--- config.mk ---
export PLATFORM = sky130hd
export DESIGN_NAME = ref_list_builder
export DESIGN_NICKNAME = d
export VERILOG_FILES = /design/src/rtl/ref_list_builder.sv
export SDC_FILE = /design/constraint.sdc
export NUM_CORES = 1
export LEC_CHECK = 0
export ABC_CLOCK_PERIOD_IN_PS = 11350
export BUFFER_PORTS_ARGS = -buffer_cell sky130_fd_sc_hd__buf_2
export CORE_ASPECT_RATIO = 1.4
export CORE_MARGIN = 2
export CORE_UTILIZATION = 30
export CTS_BUF_LIST = sky130_fd_sc_hd__clkbuf_8 sky130_fd_sc_hd__clkbuf_16
export CTS_CLUSTER_DIAMETER = 40
export CTS_CLUSTER_SIZE = 25
export DETAILED_ROUTE_END_ITERATION = 12
export MAX_ROUTING_LAYER = met4
export PLACE_DENSITY_LB_ADDON = 0.1
export SLEW_MARGIN = 20
export SYNTH_ARGS = -nofsm -noshare
export SYNTH_HDL_FRONTEND = slang
export SYNTH_SLANG_ARGS = --single-unit
--- constraint.sdc ---
create_clock -name clk -period 11.35 [get_ports clk]
set_input_delay 2.27 -clock clk [delete_from_list [all_inputs] [get_ports clk]]
set_output_delay 2.27 -clock clk [all_outputs]
set_load 0.1 [all_outputs]
--- src/rtl/ref_list_builder.sv ---
// H.264 DPB marking table with RefPicList0/1 initial-order builder and lookup.
// Define REF_LIST_B_EN to build RefPicList1 (BUILD1/SWAP states, L1 storage).
module ref_list_builder #(
   parameter int DPB_DEPTH = 16,
   parameter int SLOT_W    = 4,
   parameter int FN_W      = 4,
   parameter int POC_W     = 16,
   parameter int LIST_LEN  = 16
) (
   input  logic                    clk,
   input  logic                    reset_n,
   input  logic                    start,
   input  logic                    slice_is_b,
   input  logic [FN_W-1:0]         cur_frame_num,
   input  logic signed [POC_W-1:0] cur_poc,
   input  logic [3:0]              num_l0_m1,
   input  logic [3:0]              num_l1_m1,
   input  logic                    mark_valid,
   input  logic [1:0]              mark_op,
   input  logic [SLOT_W-1:0]       mark_slot,
   input  logic [FN_W-1:0]         mark_frame_num,
   input  logic signed [POC_W-1:0] mark_poc,
   input  logic [3:0]              mark_lt_idx,
   output logic                    mark_ready,
   output logic                    busy,
   output logic                    done,
   output logic [4:0]              l0_len,
   output logic [4:0]              l1_len,
   input  logic [3:0]              rd_idx_l0,
   input  logic [3:0]              rd_idx_l1,
   output logic [SLOT_W-1:0]       rd_slot_l0,
   output logic [SLOT_W-1:0]       rd_slot_l1
);

   localparam int KW   = POC_W + 2;
   localparam int LI_W = $clog2(LIST_LEN);
   localparam logic [1:0] S_NONE  = 2'd0;
   localparam logic [1:0] S_SHORT = 2'd1;
   localparam logic [1:0] S_LONG  = 2'd2;

   typedef enum logic [2:0] {IDLE, BUILD0, BUILD1, SWAP, FIN} state_t;
   state_t state, nstate;

   logic [1:0]              st     [DPB_DEPTH];
   logic [1:0]              st_nx  [DPB_DEPTH];
   logic [FN_W-1:0]         fn     [DPB_DEPTH];
   logic [FN_W-1:0]         fn_nx  [DPB_DEPTH];
   logic signed [POC_W-1:0] poc    [DPB_DEPTH];
   logic signed [POC_W-1:0] poc_nx [DPB_DEPTH];
   logic [3:0]              lt     [DPB_DEPTH];
   logic [3:0]              lt_nx  [DPB_DEPTH];
   logic [SLOT_W-1:0]       l0     [LIST_LEN];

   logic [DPB_DEPTH-1:0] ref_now, ref_nx, taken, taken_nx;
   logic [SLOT_W-1:0]    scan, best_slot, sel_slot;
   logic [KW+1:0]        key, best_key;
   logic signed [FN_W:0] fnw;
   logic signed [KW-1:0] pv, v;
   logic [1:0]           cls, mode;
   logic                 best_v, elig, win, scan_last, cand_left;
   logic                 list_end, go, b_in, b_q, filling, lt_side;
   logic [FN_W-1:0]      cfn_q;
   logic signed [POC_W-1:0] cpoc_q;
   logic [4:0]           pos, lim0, lim_cur;
   logic [LI_W-1:0]      pos_i;

   function automatic logic [4:0] clamp_len(input logic [3:0] m1);
      logic [4:0] n;
      n = {1'b0, m1} + 5'd1;
      return (n > 5'(LIST_LEN)) ? 5'(LIST_LEN) : n;
   endfunction

   // Marking: the next table is what the build will see when start coincides
   always_comb begin
      for (int i = 0; i < DPB_DEPTH; i++) begin
         st_nx[i]  = st[i];
         fn_nx[i]  = fn[i];
         poc_nx[i] = poc[i];
         lt_nx[i]  = lt[i];
      end
      if (mark_valid && !busy) begin
         case (mark_op)
            2'd0, 2'd1: begin
               if (mark_op[0]) begin
                  for (int i = 0; i < DPB_DEPTH; i++)
                     if (st[i] == S_LONG && lt[i] == mark_lt_idx)
                        st_nx[i] = S_NONE;
                  lt_nx[mark_slot] = mark_lt_idx;
               end
               st_nx[mark_slot]  = mark_op[0] ? S_LONG : S_SHORT;
               fn_nx[mark_slot]  = mark_frame_num;
               poc_nx[mark_slot] = mark_poc;
            end
            2'd2: st_nx[mark_slot] = S_NONE;
            default:
               for (int i = 0; i < DPB_DEPTH; i++)
                  st_nx[i] = S_NONE;
         endcase
      end
   end

   always_ff @(posedge clk or negedge reset_n) begin
      if (!reset_n) begin
         for (int i = 0; i < DPB_DEPTH; i++) begin
            st[i]  <= S_NONE;
            fn[i]  <= '0;
            poc[i] <= '0;
            lt[i]  <= '0;
         end
      end else begin
         for (int i = 0; i < DPB_DEPTH; i++) begin
            st[i]  <= st_nx[i];
            fn[i]  <= fn_nx[i];
            poc[i] <= poc_nx[i];
            lt[i]  <= lt_nx[i];
         end
      end
   end

   always_comb begin
      for (int i = 0; i < DPB_DEPTH; i++) begin
         ref_now[i] = (st[i] != S_NONE);
         ref_nx[i]  = (st_nx[i] != S_NONE);
      end
   end

`ifdef REF_LIST_B_EN
   logic [SLOT_W-1:0] l1 [LIST_LEN];
   logic [4:0]        lim1;
   logic              same;
   assign b_in    = slice_is_b;
   assign lim_cur = (state == BUILD1) ? lim1 : lim0;
`else
   logic unused_b;
   assign unused_b = ^{slice_is_b, num_l1_m1, rd_idx_l1};
   assign b_in     = 1'b0;
   assign lim_cur  = lim0;
`endif

   assign go        = start && (state == IDLE || state == FIN);
   assign filling   = (state == BUILD0) || (state == BUILD1);
   assign scan_last = &scan;
   assign mode      = (state == BUILD1) ? 2'd2 : {1'b0, b_q};
   assign pos_i     = pos[LI_W-1:0];

   // Ordering key: smaller wins; class picks the group, v the order inside it
   always_comb begin
      fnw = (fn[scan] > cfn_q)
          ? $signed({1'b0, fn[scan]} - {1'b1, {FN_W{1'b0}}})
          : $signed({1'b0, fn[scan]});
      pv      = {{2{poc[scan][POC_W-1]}}, poc[scan]};
      lt_side = (poc[scan] < cpoc_q);
      cls     = 2'd0;
      v       = '0;
      if (st[scan] == S_LONG) begin
         cls = 2'd2;
         v   = KW'(lt[scan]);
      end else if (mode == 2'd0) begin
         v = -{{(KW-FN_W-1){fnw[FN_W]}}, fnw};
      end else if (mode == 2'd1) begin
         cls = lt_side ? 2'd0 : 2'd1;
         v   = lt_side ? -pv : pv;
      end else begin
         cls = lt_side ? 2'd1 : 2'd0;
         v   = lt_side ? -pv : pv;
      end
      key = {cls, ~v[KW-1], v[KW-2:0]};
   end

   assign elig      = ref_now[scan] && !taken[scan];
   assign win       = elig && (!best_v || key < best_key);
   assign sel_slot  = win ? scan : best_slot;
   assign taken_nx  = taken | (DPB_DEPTH'(1) << sel_slot);
   assign cand_left = |(ref_now & ~taken_nx);
   assign list_end  = filling && scan_last &&
                      (!((pos + 5'd1) < lim_cur) || !cand_left);

   always_ff @(posedge clk or negedge reset_n) begin
      if (!reset_n) state <= IDLE;
      else          state <= nstate;
   end

   always_comb begin
      nstate = state;
      case (state)
         IDLE, FIN:
            if (go) nstate = ref_nx[0] || |ref_nx ? BUILD0
                           : (b_in ? SWAP : FIN);
            else    nstate = IDLE;
         BUILD0: if (list_end) nstate = b_q ? BUILD1 : FIN;
         BUILD1: if (list_end) nstate = SWAP;
         SWAP:   nstate = FIN;
         default: nstate = IDLE;
      endcase
   end

   always_comb begin
      busy       = filling || (state == SWAP);
      done       = (state == FIN);
      mark_ready = !busy;
   end

   always_ff @(posedge clk or negedge reset_n) begin
      if (!reset_n) begin
         cfn_q     <= '0;
         cpoc_q    <= '0;
         b_q       <= 1'b0;
         lim0      <= '0;
         scan      <= '0;
         pos       <= '0;
         taken     <= '0;
         best_v    <= 1'b0;
         best_slot <= '0;
         best_key  <= '0;
         l0_len    <= '0;
         for (int i = 0; i < LIST_LEN; i++) l0[i] <= '0;
`ifdef REF_LIST_B_EN
         lim1   <= '0;
         l1_len <= '0;
         for (int i = 0; i < LIST_LEN; i++) l1[i] <= '0;
`endif
      end else if (go) begin
         cfn_q  <= cur_frame_num;
         cpoc_q <= cur_poc;
         b_q    <= b_in;
         lim0   <= clamp_len(num_l0_m1);
         scan   <= '0;
         pos    <= '0;
         taken  <= '0;
         best_v <= 1'b0;
         l0_len <= '0;
`ifdef REF_LIST_B_EN
         lim1   <= clamp_len(num_l1_m1);
         l1_len <= '0;
`endif
      end else if (filling) begin
         scan <= scan + 1'b1;
         if (scan_last) begin
            best_v <= 1'b0;
`ifdef REF_LIST_B_EN
            if (state == BUILD1) begin
               l1[pos_i] <= sel_slot;
               l1_len    <= pos + 5'd1;
            end else begin
               l0[pos_i] <= sel_slot;
               l0_len    <= pos + 5'd1;
            end
`else
            l0[pos_i] <= sel_slot;
            l0_len    <= pos + 5'd1;
`endif
            pos   <= list_end ? 5'd0 : pos + 5'd1;
            taken <= list_end ? '0 : taken_nx;
         end else if (win) begin
            best_v    <= 1'b1;
            best_slot <= scan;
            best_key  <= key;
         end
`ifdef REF_LIST_B_EN
      end else if (state == SWAP && same) begin
         l1[0] <= l1[1];
         l1[1] <= l1[0];
`endif
      end
   end

   assign rd_slot_l0 = ({1'b0, rd_idx_l0} < l0_len) ? l0[LI_W'(rd_idx_l0)] : '0;

`ifdef REF_LIST_B_EN
   // Identical lists would make bi-prediction degenerate; swap the first two
   always_comb begin
      same = (l1_len == l0_len) && (l1_len > 5'd1);
      for (int i = 0; i < LIST_LEN; i++)
         if ((5'(i) < l1_len) && (l1[i] != l0[i])) same = 1'b0;
   end
   assign rd_slot_l1 = ({1'b0, rd_idx_l1} < l1_len) ? l1[LI_W'(rd_idx_l1)] : '0;
`else
   assign l1_len     = '0;
   assign rd_slot_l1 = '0;
`endif

endmodule

After elaboration in Yosys (flattened, before gate mapping)
Index checks and enable logic that the tools add are counted.
- register bits after elaboration: 563
- bits in latches: 0
- bits in writable memories: 0
- memory bits (read-only): 0
- input port bits: 71
- output and inout port bits: 21
- logic and storage cells: 340
- memories kept: 0
- add/subtract/negate cells: 6
- multiply operators: 0
- divide/modulo/power cells: 0
- order comparisons: 13
- eq/ne operators: 42
- shift-type cells: 1
- muxes and demuxes: 89
- bitwise gates (word level): 12
- reduce and logical (&&, ||, !) cells: 86
- operators by type and width (kind ; number):
    $bwmux 256 ; 1
    $bwmux 64 ; 3
    $mux 32 ; 4
    $mux 16 ; 7
    $reduce_bool 2->1 ; 34
    $bmux 16 s4 ; 1
    $demux 16 s4 ; 1
    $eq 4x4->1 ; 16
    $pmux 32 s2 ; 1
    $mux 18 ; 3
    $bmux 4 s4 ; 3
    $mux 4 ; 12
    $mux 5 ; 9
    $mux 2 ; 22
    $eq 2x2->1 const B ; 18
    $and 32x32->32 ; 1
    $bwmux 32 ; 1
    $demux 4 s4 ; 2
    $not 32->32 ; 1
    $reduce_or 16->1 ; 2
    $logic_and 1x1->1 ; 24
    $ge 5x5->1 const B ; 4
    $lt 20x20->1 ; 1
    $not 4->5 ; 4
    39 further kinds ; 74

Depth between registers and ports, before layout
- depth in word-level cells: 26
- gate-level depth with buffers: 34
- mapped depth without buffers: 28

Least setup slack after synthesis
Ideal clock, no wire load.
- kind: register to register
- start point: reg scan[0]
- end point: reg taken[10]
- setup time: 121 ps
- data arrival time: 7958 ps
- data required time: 11229 ps
- slack: 3271 ps
- cell stages (with the launch flop): 34
- path buffers: 7
- clock period less this slack: 8079 ps
- path through: dfrtp_1 -> buf_4 -> buf_6 -> buf_4 -> buf_2 -> buf_2 -> mux4_2 -> mux4_2 -> ha_1 -> a21o_1 -> a21o_1 -> a21o_1 -> a21o_1 -> a21oi_1 -> nor2b_1 -> o32ai_1 -> clkbuf_1 -> o31ai_1 -> and2_1 -> nor3_1 -> nor3_1 -> ha_1 -> nand4_1 -> or4_1 -> or2_2 -> a31o_2 -> nand2_1 -> a21o_1 -> a211oi_1 -> nor4_4 -> a211oi_2 -> or2_1 -> buf_2 -> a22o_1
- elaborated cells between the ends (all ways): 55
- those cells by class: add/sub: 3; order compare: 3; eq/ne: 1; shift: 1; mux: 30; bitwise: 5; reduce/logical: 12
- RTL lines (element ; RTL line ; source):
    start: declaration ; 55 ; logic [SLOT_W-1:0] scan, best_slot, sel_slot;
    start signal: assignment ; 237 ; scan <= scan + 1'b1;
    $not 4->5 (not written as such) * ; n/a ;
    $bmux 4 s4 ; 148, 149, 150 ;
    $mux 4 (not written as such) (2 in a row) ; 148, 149, 150 ;
    $sub 4x5->5 / $gt 4x4->1 (equally long branches) ; 149, 148 ;
    $mux 5 ; 149 ; ? $signed({1'b0, fn[scan]} - {1'b1, {FN_W{1'b0}}})
    $neg 18->18 ; 159 ; v = -{{(KW-FN_W-1){fnw[FN_W]}}, fnw};
    $mux 18 ; 158 ; end else if (mode == 2'd0) begin
    $mux 18 * ; 155 ; if (st[scan] == S_LONG) begin
    net key[15] ; 56 ; logic [KW+1:0] key, best_key;
    (+8 left out) ; n/a ;
    $reduce_or 16->1 ; 174 ; assign cand_left = |(ref_now & ~taken_nx);
    $logic_not 1->1 ; 176 ; (!((pos + 5'd1) < lim_cur) || !cand_left);
    $logic_or 1x1->1 ; 176 ;
    $logic_and 1x1->1 ; 175 ; assign list_end = filling && scan_last &&
    $mux 16 * ; 253 ; taken <= list_end ? '0 : taken_nx;
    $mux 16 * ; 238 ; if (scan_last) begin
    $mux 16 * ; 236 ; end else if (filling) begin
    $mux 16 * ; 222 ; end else if (go) begin
    end signal: assignment ; 253 ;
    end: declaration ; 54 ; logic [DPB_DEPTH-1:0] ref_now, ref_nx, taken, taken_nx;
Mark *: on every way through the listed nets, which the timed path passes. The rest lies on a longest branch. The select of a mux whose other input is x is not followed.
A chain may end at the register's enable or synchronous reset.

Worst setup path in the final report
Ends and elaborated chain as after synthesis.

==> flow_metrics.py <==
metrics = {
    "status": {
        "status": "finished clean",
    },
    "synth": {
        "ys_top_cells_by_count": "563 x dfrtp_1, 406 x mux2_2, 187 x nand2_1",
        "synth_top_cell_area_share": 0.482,
        "synth.largest_area_cell": "dfrtp_1",
        "ys_seq_area_frac": 0.482,
        "syn_area_per_cell_um2": 12.2,
        "ys.flop_type": "dfrtp_1",
        "ys_ff_latch": 563,
        "synth_edf_count": 0,
        "postSynthCellCount": 2395,
        "synth_most_common_cell": "dfrtp_1",
        "synth_area_mm2": 0.0292,
        "synth-async-reset-ratio": 1.00,
        "ys_warn_count": 0,
        "synth_cell_type_count": 74,
        "synth_area_leaders": "dfrtp_1 48%, mux2_2 16%, mux4_2 11%",
    },
    "timing": {
        "worstMarginPinSlew_ns": 1.16,
        "maxSlewHeadroom": 0.220,
        "finalWorstSetupSlack_ns": 1.78,
        "maxSlewViolCount": 0,
        "finClkSkew_ns": 0.0436,
        "tns_ns": 0,
        "rsz0062_at_grt": "no",
        "finalSetupViolCount": 0,
        "finalHoldViolCount": 0,
        "min_period_over_period": 0.844,
        "fmax_mhz": 104,
        "fin_crit_ns": 9.57,
    },
    "placement": {
        "pre_cts_ws_ns": 1.68,
        "place.gp.congestion": 0.841,
        "port_buffers": 73,
        "hpwl_um": 57100,
        "dpl_cell_area_mm2": 0.0309,
    },
    "grt": {
        "first_global_vias": 21100,
        "grt_overflow_total": 0,
        "grt_usage": 0.186,
        "grt_pass1_wl_um": 135000,
        "grt_max_degree": 167,
        "antenna_found_initial": 3,
    },
    "worst_setup_path": {
        "worst-r2r-cell-count": 24,
        "path_max_fanout": 34,
        "critical_path.cell_chain": "buf_4, mux4_2, mux4_2, ha_1, or3_1, a221oi_1, o311ai_0, o32ai_2, o31ai_1, and2_1, nor3_1, nor3_1, ha_1, nand4_1, or4_1, or2_2, a31o_2, nand2_1, a21o_1, mux2i_1, o32a_1, a211oi_2, or2_1, a22o_1",
        "start_kind": "register",
        "critPathSlowestCell": "dfrtp_4",
        "cpPeakStageDelay_ns": 0.93,
        "crit_type": "reg -> reg",
        "r2r_slack_ns": 1.78,
        "reg2reg_to": "taken[10]",
        "cp.buffers_inverters": 1,
        "reg2reg_from": "scan[0]",
        "startpoint": "scan[0]",
        "cpLargestDelayFamily": "compound AO/OA/AOI/OAI gates",
        "cp-end-kind": "register",
        "required_ns": 11.95,
        "arrival_ns": 10.17,
    },
    "power": {
        "leakagePower_nw": 15.8,
        "vdd_drop_max_v": 0.000168,
        "p_per_area_mw_per_mm2": 264,
        "power_mw": 9.06,
    },
    "clocking": {
        "cts_hold_buf": 0,
        "clk_pin_slew_ns": 0.05,
        "cts_buffers": 95,
        "tritoncts": "yes",
        "htree_levels": 3,
        "cts_max_path_buffers": 3,
        "cts_setup_buffers": 0,
        "post_cts_resized": 0,
        "clkLatencyLatePin_ns": 0.68,
        "root_buffer": "clkbuf_16",
        "clkSinkCount": 563,
    },
    "worst_hold_path": {
        "holdCritStartpoint": "l0[35]",
        "min_path_cells": 2,
        "hp-class": "reg -> reg",
        "min_to": "l0[35]",
    },
    "detailed_routing": {
        "drt-initial-drc-count": 1098,
        "first_pass_iters": 5,
        "wl_um": 88700,
        "viasPerCell": 5.12,
        "vias": 19600,
        "post_drt_wl_per_cell_um": 23.2,
        "drc_errors": 0,
        "drtAntennaViolNets": 0,
    },
    "die": {
        "coreArea_mm2": 0.0966,
        "rows": 135,
        "start_util": 0.302,
        "die_y_um": 373,
        "die_w_um": 268,
        "dieArea_mm2": 0.0999,
        "ios": 92,
    },
    "cells_and_area": {
        "final_nets": 2572,
        "areaGrowthSynthToFinish_pct": 17.4,
        "finish.instance_area_mm2": 0.0343,
        "utilization": 0.355,
        "drive_above_1_share": 0.335,
    },
    "flow_run": {
        "maxCapViolCount": 0,
    },
}
==> registers in the layout, summed over array words and instances, names as in the netlist <==
name,count
cpoc_q,16
best_key,20
cfn_q,4
best_v,1
scan,4
l0_len,5
state,3
lt,64
l0,64
pos,5
poc,256
st,32
lim0,5
taken,16
best_slot,4
fn,64
==> final cells by class <==
cell class                      count  area [um^2]
Antenna cell                        2         5.00
Clock buffer                      108         2560
Clock inverter                     71          857
Fill cell                        9571        62300
Inverter                           71          267
Multi-Input combinational cell   1601        14200
Sequential cell                   563        14100
Tap cell                         1301         1630
Timing Repair Buffer              112          718
==> cells in the final DEF (no fill, tap or decap), drive strengths merged, types with 8 or more instances in the layout <==
cell,netlist,routed
nand4,23,23
and2,8,8
nor2b,23,23
ha,57,57
nor4,12,12
clkinvlp,0,11
o21ai,171,171
or2,9,9
xor2,42,42
a21o,23,23
xnor2,40,40
buf,55,112
conb,1,9
bufinv,0,13
o31ai,11,11
clkinv,1,27
mux2i,28,28
nand2,187,187
dfrtp,563,563
nor3,28,28
nand2b,17,17
mux4,140,140
a211oi,11,11
nor2,106,106
nand3,53,53
a21oi,69,69
a22o,13,13
a22oi,20,20
mux2,406,406
inv,70,91
clkbuf,113,108
==> power breakdown <==
| group | switching [mW] | internal (mW) | leakage, nW | total (mW) |
|---|---|---|---|---|
| Sequential | 0.381 | 2.40 | 7.51 | 2.78 |
| Combinational | 1.88 | 1.38 | 6.60 | 3.26 |
| Clock | 1.09 | 1.93 | 1.70 | 3.02 |
==> worst register-to-register path, stage by stage (launching register included) <==
cell and delay, ns:
dfrtp_4 0.93, buf_4 0.48, mux4_2 0.56, mux4_2 0.57
ha_1 0.22, or3_1 0.38, a221oi_1 0.35, o311ai_0 0.23
o32ai_2 0.77, o31ai_1 0.20, and2_1 0.21, nor3_1 0.27
nor3_1 0.11, ha_1 0.34, nand4_1 0.18, or4_1 0.57
or2_2 0.31, a31o_2 0.24, nand2_1 0.20, a21o_1 0.71
mux2i_1 0.22, o32a_1 0.38, a211oi_2 0.28, or2_1 0.57
a22o_1 0.26
==> routing by layer <==
layer	share of wire	track usage
met1	0.41	0.217
met2	0.53	0.325
met3	0.032	0.0247
met4	0.030	0.0665
met5	0	-
==> cells by family (layout without fill, tap and decap cells) <==
family | count (synthesis) | in the layout | share of synthesized area
multiplexers | 574 | 574 | 0.274
AND/OR/NAND/NOR | 501 | 501 | 0.0806
adder cells (fa/ha/maj) | 57 | 57 | 0.0244
AO/OA/AOI/OAI | 378 | 378 | 0.0797
buffers and inverters | 239 | 362 | 0.0344
XOR/XNOR | 82 | 82 | 0.0246
other | 1 | 11 | 0.000128
flip-flops | 563 | 563 | 0.482
==> worst max-delay path by stage <==
stage / to / slack, ns / cells past startpoint
3_5_place_dp: taken[10] / 1.68 / 24
6_report: taken[10] / 1.78 / 24
4_1_cts: taken[10] / 1.61 / 24
5_1_grt: taken[6] / 1.0 / 24
2_1_floorplan: taken[10] / 3.27 / 33
3_3_place_gp: taken[13] / 1.65 / 24
==> stage by stage <==
| stage | hold slack, ns | cells |
|---|---|---|
| detailed placement | 0.466 | 3648 |
| finish | 0.473 | 3829 |
| floorplan | 0.445 | 2403 |
| global route | 0.495 | 3829 |
| CTS | 0.476 | 3827 |
| global placement | 0.458 | 3648 |
(Power assumes the default switching activity.)
